**config.mk**
```make
export PLATFORM = sky130hd
export DESIGN_NAME = pkt_fifo
export DESIGN_NICKNAME = d
export VERILOG_FILES = /design/src/rtl/pkt_fifo.sv
export SDC_FILE = /design/constraint.sdc
export NUM_CORES = 1
export LEC_CHECK = 0
export ABC_AREA = 1
export CAP_MARGIN = 20
export CORE_ASPECT_RATIO = 0.9
export CORE_MARGIN = 2
export CORE_UTILIZATION = 30
export CTS_BUF_LIST = sky130_fd_sc_hd__clkbuf_8
export CTS_CLUSTER_SIZE = 25
export DETAILED_ROUTE_END_ITERATION = 8
export PLACE_DENSITY_LB_ADDON = 0.05
export SLEW_MARGIN = 15
export SYNTH_ARGS = -nofsm -noshare
export SYNTH_HDL_FRONTEND = slang
export SYNTH_SLANG_ARGS = --single-unit
```
**constraint.sdc**
```tcl
create_clock -name clk -period 7.8 [get_ports clk]
set_input_delay 1.95 -clock clk [delete_from_list [all_inputs] [get_ports clk]]
set_output_delay 1.95 -clock clk [all_outputs]
set_load 0.01 [all_outputs]
```
**src/rtl/pkt_fifo.sv**
```systemverilog
// pkt_fifo: synchronous packet FIFO carrying {src, dst, data} entries.
// Occupancy is tracked in a dedicated count register. All status flags decode
// from that register, so they never depend on the current request inputs.
// SHOW_AHEAD selects a registered read port (0) or first-word fall-through (1).
module pkt_fifo #(
  parameter int SRC_W      = 8,
  parameter int DST_W      = 8,
  parameter int DATA_W     = 32,
  parameter int DEPTH      = 16,
  parameter int AFULL_TH   = DEPTH - 2,
  parameter int AEMPTY_TH  = 2,
  parameter int SHOW_AHEAD = 0
) (
  input  logic                     clk,
  input  logic                     rstn,
  input  logic [SRC_W-1:0]         src_in,
  input  logic [DST_W-1:0]         dst_in,
  input  logic [DATA_W-1:0]        data_in,
  input  logic                     writep,
  input  logic                     readp,
  input  logic                     clr_errp,
  output logic [SRC_W-1:0]         src_out,
  output logic [DST_W-1:0]         dst_out,
  output logic [DATA_W-1:0]        data_out,
  output logic                     emptyp,
  output logic                     fullp,
  output logic                     almost_emptyp,
  output logic                     almost_fullp,
  output logic [$clog2(DEPTH):0]   count,
  output logic                     overflowp,
  output logic                     underflowp
);

  localparam int PW = $clog2(DEPTH);
  localparam int CW = PW + 1;
  localparam int EW = SRC_W + DST_W + DATA_W;

  localparam logic [CW-1:0] DEPTH_C  = CW'(DEPTH);
  localparam logic [CW-1:0] AFULL_C  = CW'(AFULL_TH);
  localparam logic [CW-1:0] AEMPTY_C = CW'(AEMPTY_TH);

  // Storage is deliberately left out of reset; valid entries are defined by the pointers.
  logic [EW-1:0] mem_q [DEPTH];

  logic [PW-1:0] wr_ptr_q, wr_ptr_d;
  logic [PW-1:0] rd_ptr_q, rd_ptr_d;
  logic [CW-1:0] count_q, count_d;
  logic          ovf_q, ovf_d;
  logic          unf_q, unf_d;
  logic          wr_acc, rd_acc;
  logic [EW-1:0] head;

  // Status flags decode from the registered occupancy only.
  assign emptyp        = (count_q == '0);
  assign fullp         = (count_q == DEPTH_C);
  assign almost_emptyp = (count_q <= AEMPTY_C);
  assign almost_fullp  = (count_q >= AFULL_C);
  assign count         = count_q;
  assign overflowp     = ovf_q;
  assign underflowp    = unf_q;
  assign head          = mem_q[rd_ptr_q];

  // Acceptance, pointer/count next state and sticky error next state.
  always_comb begin
    wr_acc   = writep && !fullp;
    rd_acc   = readp && !emptyp;
    wr_ptr_d = wr_acc ? wr_ptr_q + PW'(1) : wr_ptr_q;
    rd_ptr_d = rd_acc ? rd_ptr_q + PW'(1) : rd_ptr_q;
    count_d  = count_q;
    if (wr_acc && !rd_acc) begin
      count_d = count_q + CW'(1);
    end else if (rd_acc && !wr_acc) begin
      count_d = count_q - CW'(1);
    end
    // A rejection in the same cycle as a clear keeps the flag set.
    ovf_d = (writep && fullp)  ? 1'b1 : (clr_errp ? 1'b0 : ovf_q);
    unf_d = (readp  && emptyp) ? 1'b1 : (clr_errp ? 1'b0 : unf_q);
  end

  // Control state: pointers, occupancy and error flags.
  always_ff @(posedge clk or negedge rstn) begin
    if (!rstn) begin
      wr_ptr_q <= '0;
      rd_ptr_q <= '0;
      count_q  <= '0;
      ovf_q    <= 1'b0;
      unf_q    <= 1'b0;
    end else begin
      wr_ptr_q <= wr_ptr_d;
      rd_ptr_q <= rd_ptr_d;
      count_q  <= count_d;
      ovf_q    <= ovf_d;
      unf_q    <= unf_d;
    end
  end

  // Entry storage write on an accepted write.
  always_ff @(posedge clk) begin
    if (wr_acc) begin
      mem_q[wr_ptr_q] <= {src_in, dst_in, data_in};
    end
  end

  generate
    if (SHOW_AHEAD != 0) begin : g_fwft
      // Head entry is presented directly; outputs read as zero while empty.
      assign {src_out, dst_out, data_out} = emptyp ? '0 : head;
    end else begin : g_reg
      logic [EW-1:0] out_q, out_d;

      // Output register loads the head on an accepted read and otherwise holds.
      always_comb begin
        out_d = rd_acc ? head : out_q;
      end

      // Registered read port, cleared by reset.
      always_ff @(posedge clk or negedge rstn) begin
        if (!rstn) begin
          out_q <= '0;
        end else begin
          out_q <= out_d;
        end
      end

      assign {src_out, dst_out, data_out} = out_q;
    end
  endgenerate

endmodule

```
== Word-level counts from Yosys, hierarchy flattened ==
Memories as Yosys holds them, arrays and structs flattened. A register that Yosys moved wholly into a read port is not among the register bits.
Cells that the tools add are included.

* Reduce and logical (&&, ||, !) cells: 15
* Bitwise gates (word level): 0
* Add/sub/neg operators: 4
* Div/mod/pow operators: 0
* Muxes and demuxes: 7
* Equal/unequal tests: 1
* Shifts and indexed selects: 0
* Order comparisons: 2
* $mul: 0

{| class="wikitable"
|+ Operators with widths
! kind !! count
|-
| 2-to-1 mux 5 bit || 2
|-
| adder 4 x 1 -> 4 bit, second input constant || 2
|-
| logical AND 1 bit || 6
|-
| nonzero test 2 bit || 3
|-
| adder 5 x 1 -> 5 bit, second input constant || 1
|-
| equality test 5 bit, second input constant || 1
|-
| >= comparator 5 x 4 -> 1 bit, second input constant || 1
|-
| <= comparator 5 x 2 -> 1 bit, second input constant || 1
|-
| zero test 1 bit || 5
|-
| zero test 5 bit || 1
|-
| 2-to-1 mux 1 bit || 5
|-
| subtractor 5 x 1 -> 5 bit, second input constant || 1
|}

* Logic and storage cells: 35
* Bits in writable memories: 768
* Memories kept: 1
* Memory bits (read-only): 0
* Input port bits: 53
* Register bits: 15
* Latch bits: 0

{| class="wikitable"
|+ Memories
! name !! words !! width !! rd ports !! clocked after memory_dff !! write ports !! RTL line !! RTL
|-
| mem_q || 16 || 48 || 1 || 1 || 1 || 43 || <nowiki>logic [EW-1:0] mem_q [DEPTH];</nowiki>
|}

== Logic depth before layout (Yosys ltp) ==
* Depth in word-level cells: 7
* Depth in mapped cells: 13
* Gate-level depth less buffers: 13

== Worst setup path after synthesis ==
No wires, ideal clock.

* Path kind: input port to flip-flop
* Start point: input writep
* End point: memory mem_q[11][0] in the netlist's numbering, enable pin
* Data required time: 7.346 ns
* Stages on the path: 4
* Buffers on the path: 0
* Setup slack: 3.055 ns
* Data arrival time: 4.291 ns
* Cell sequence: nand2_1 -> nor2_1 -> inv_1 -> nor2_1

* Longest elaborated chain between the ends: 3

{| class="wikitable"
|+ Ends and longest elaborated chain
! item !! RTL line !! RTL
|-
| start, declared || 19 || <nowiki>input logic writep,</nowiki>
|-
| logical AND 1 bit || 65 || <nowiki>wr_acc = writep && !fullp;</nowiki>
|-
| 2-to-1 mux 1 bit || 99 || <nowiki>if (wr_acc) begin</nowiki>
|-
| 2-to-1 mux 1 bit (implied by the code) || 100 || <nowiki>mem_q[wr_ptr_q] <= {src_in, dst_in, data_in};</nowiki>
|-
| end, declared || 43 ||
|}

No other way between the ends.

== Worst setup path in the final report ==
* Start point: register count_q[3] (netlist: count[3])
* End point: output emptyp

* Longest elaborated chain between the ends: 1

{| class="wikitable"
|+ Ends and longest elaborated chain
! item !! RTL line !! RTL
|-
| start, declared || 47 || <nowiki>logic [CW-1:0] count_q, count_d;</nowiki>
|-
| start signal, assigned || 91 || <nowiki>count_q <= count_d;</nowiki>
|-
| zero test 5 bit || 54 || <nowiki>assign emptyp = (count_q == '0);</nowiki>
|-
| end, declared || 25 || <nowiki>output logic emptyp,</nowiki>
|}

No other way between the ends.

==> impl_summary.txt <==
----------------------------------------------------
[STA]
  Period Utilization, post-route ... 0.544
  Setup TNS ... 0 ps
  Final count of pins violating max slew ... 0
  Tightest Pin Transition ... 1130 ps
  Maximum achievable frequency ... 0.236 GHz
  Final-report setup violation count ... 0
  Final hold viol count ... 0
  Slew Limit Headroom ... 0.248
  Setup repair after global routing missed its margin ... false
  Worst-case setup margin in the final layout ... 3550 ps
  Setup skew after layout ... 35.1 ps
  Min Hold Slack ... 475 ps
  Final Critical Period ... ~4200 ps

[Route]
  Total DRC errors in the routed layout ... 0
  Routed length per instance ... 23.1 µm
  Drt first pass iters ... 5
  Via count ... around 21000
  Number of DRC markers in iteration 0 ... 1643
  Post-DR vias/cell ... 4.71
  DRT antenna net count ... 0
  Routed WL ... 105 mm

[Flow run]
  # Max-Cap Violations ... 0

[Worst setup path]
  Register-to-register setup slack ... 3850 ps
  Worst Path Required ... 5850 ps
  Critical Path End Type ... output pin
  Max incr delay on CP ... 540 ps
  Critical Path, Cell by Cell ... nor2_1, nand4_1, inv_1, clkdlybuf4s50_1
  Slowest CP cell ... clkdlybuf4s50_1
  Type of the worst setup path ... reg2out
  Worst-path maximum fanout ... 5
  Critical Path Start Type ... register
  CP Data Arrival Time ... 2300 ps

[Floorplan]
  Die height ... 321 µm
  Die width ... roughly 360 µm
  Row count ... 116
  Total I/O pin count ... 112
  Initial cell density of the core ... 0.302
  Core Area ... 111000 µm²
  DIE AREA ... 115000 µm²

[Yosys]
  Post-synthesis instance area ... between 30000 and 40000 µm²
  Post-synth cell types ... 24
  Post-synthesis average cell area ... between 10 and 15 µm²
  Simple-gate share of the synthesized area ... 0.221
  Post-synthesis share of cell area spent on full adders, half adders and majority gates ... 0.00395
  Yosys warns ... 0
  Post-synth EDFFs ... 768
  Fraction of the mapped netlist area in compound gates ... 0.00190
  Gate count after technology mapping ... about 2800
  Xor/xnor cell area share of the yosys netlist ... 0.00235
  Post-synth top flop ... edfxtp_1
  Main combinational cell family by area after synthesis ... simple AND/OR/NAND/NOR gates
  Post-synthesis async set-or-reset flop share ... 0.0758
  Number of storage elements in the synthesis netlist ... 831
  Post-Syn Nets ... slightly below 3000
  Proportion of synthesized area in mux cells ... 0
  Part of the Yosys area used for sequential elements ... 0.734

[Clock network]
  Clock buffers created by TritonCTS ... 150
  Clk buf depth ... 3
  Clk sinks ... 831
  Clock tree from TritonCTS ... built
  Library cell used as clock root buffer ... clkbuf_8
  Clock transition time at the flip-flop clock pins of the worst setup and hold paths ... roughly 60 ps
  Max H-tree Level ... 4
  Count of hold-fix buffers inserted at cts ... 0
  Post-CTS resize count ... 0
  Post-CTS setup-driven buffer insertion count ... 0
  Worst-Skew Late Latency ... 820 ps

[Min path]
  Worst min-delay path category ... reg2reg

[Cells and area]
  Final core utilization ... 0.347
  Area growth from synthesis to final layout ... 15.0%
  Multi-input logic area ... around 8000 µm²
  Total of fill cells in the finished design ... 11100
  Share of cells above drive strength 1 ... 0.0787
  Final standard cell count with taps included and fillers excluded ... 4564
  Final Cell Area ... slightly below 40000 µm²
  Final layout net count ... 3031
  Area taken by flip-flops and latches ... 24700 µm²

[Pwr]
  Cell leakage power ... 14.4 nW
  Worst ir drop on vdd ... 0.350 mV
  Total power of the final layout ... 14.6 mW
  PD cells ... 377 nW/µm²

[Global route]
  Via count of the first global-routing pass ... about 22000
  GRT Overall Usage ... 0.185
  Largest net degree at the start of global routing ... 187
  Initial antenna violation count ... 7
  Overflow after GRT ... 0
  First-pass GRT wire length ... around 150 mm

[Placement]
  Gpl congestion ... 0.751
  Setup slack at placement ... 2780 ps
  Placed cells ... 4289
  IO buf count ... 111
  Cell Area, Placed ... ~36000 µm²
  Final HPWL DP ... 56.4 mm

[Run status]
  Result of the run ... completed

----------------------------------------------------
flip-flops by register name, summed over array words and instances, names as in the netlist:
name	flops
underflowp	1
overflowp	1
g_reg.out_q	48
mem_q	768
wr_ptr_q	4
count	5
rd_ptr_q	4
worst paths after layout:
path,from,endpoint,cells past startpoint
max in group asynchronous,rstn,rd_ptr_q[0],2
worst max-delay path,count[3],emptyp,4
worst min-delay path,g_reg.out_q[10],g_reg.out_q[10],2
worst max register to register,rd_ptr_q[0],g_reg.out_q[4],10
worst min register to register,g_reg.out_q[10],g_reg.out_q[10],2
min in group asynchronous,rstn,overflowp,1
cell usage after synthesis, types with 3 or more instances:
| master | instances | area share |
|---|---|---|
| nand2_1 | 1181 | 0.13 |
| edfxtp_1 | 768 | 0.69 |
| nand3_1 | 580 | 0.086 |
| buf_2 | 92 | 0.014 |
| dfrtp_1 | 63 | 0.047 |
| buf_6 | 47 | 0.016 |
| inv_1 | 20 | 0.0022 |
| nor2_1 | 20 | 0.0022 |
| clkbuf_1 | 15 | 0.0017 |
| buf_4 | 9 | 0.0020 |
| ha_1 | 9 | 0.0034 |
| xor2_1 | 8 | 0.0021 |
| o21ai_0 | 7 | 0.0010 |
| buf_1 | 5 | 0.00056 |
| a21oi_1 | 3 | 0.00045 |
| inv_2 | 3 | 0.00034 |
worst max-delay path: cells and delay by family, from the launching register on:
family | cells | cell delay, ps
simple gates | 2 | 380
flops | 1 | 460
buf+inv | 2 | 650
placed cells by master, fill, tap and decap left out, types with 8 or more instances in the layout:
| cell | count |
|---|---|
| dfrtp_1 | 59 |
| clkinv_1 | 23 |
| ha_1 | 9 |
| edfxtp_1 | 768 |
| inv_1 | 87 |
| xor2_1 | 8 |
| buf_4 | 32 |
| nand2_1 | 1180 |
| clkdlybuf4s50_1 | 110 |
| nand3_1 | 580 |
| nor2_4 | 16 |
| clkbuf_8 | 165 |
routing by layer:
| metal | up-vias | track usage | part of all wire |
|---|---|---|---|
| li1 | 10100 | - | - |
| met1 | 10800 | 0.275 | 0.50 |
| met2 | 469 | 0.277 | 0.44 |
| met3 | 157 | 0.0292 | 0.043 |
| met4 | 0 | 0.0546 | 0.019 |
| met5 | - | 0 | 0 |
logic make-up (layout without fill, tap and decap cells):
family | after synthesis | after routing
other | 0 | 2
buffers and inverters | 194 | 442
adders and majority gates | 10 | 10
xor gates and xnor gates | 9 | 9
and+or+nand+nor | 1783 | 1783
AOI/OAI and AO/OA | 12 | 12
DFF | 831 | 831
where the power goes:
group          internal (mW)  leakage (nW)  switching (mW)  total (mW)
clock network           1.97          1.63            1.84        3.80
logic                   1.41          5.07            3.57        4.98
registers               5.42          7.72           0.366        5.79
total                   8.80          14.4            5.77        14.6
final cells by class:
class,count,area share
Timing Repair Buffer,146,0.0372
Inverter,25,0.00295
Clock buffer,165,0.0588
Sequential cell,831,0.638
Multi-Input combinational cell,1814,0.203
Tap cell,1475,0.0478
Clock inverter,106,0.0123
Antenna cell,2,0.000130
Note: power is estimated with default switching activity, not from simulation.
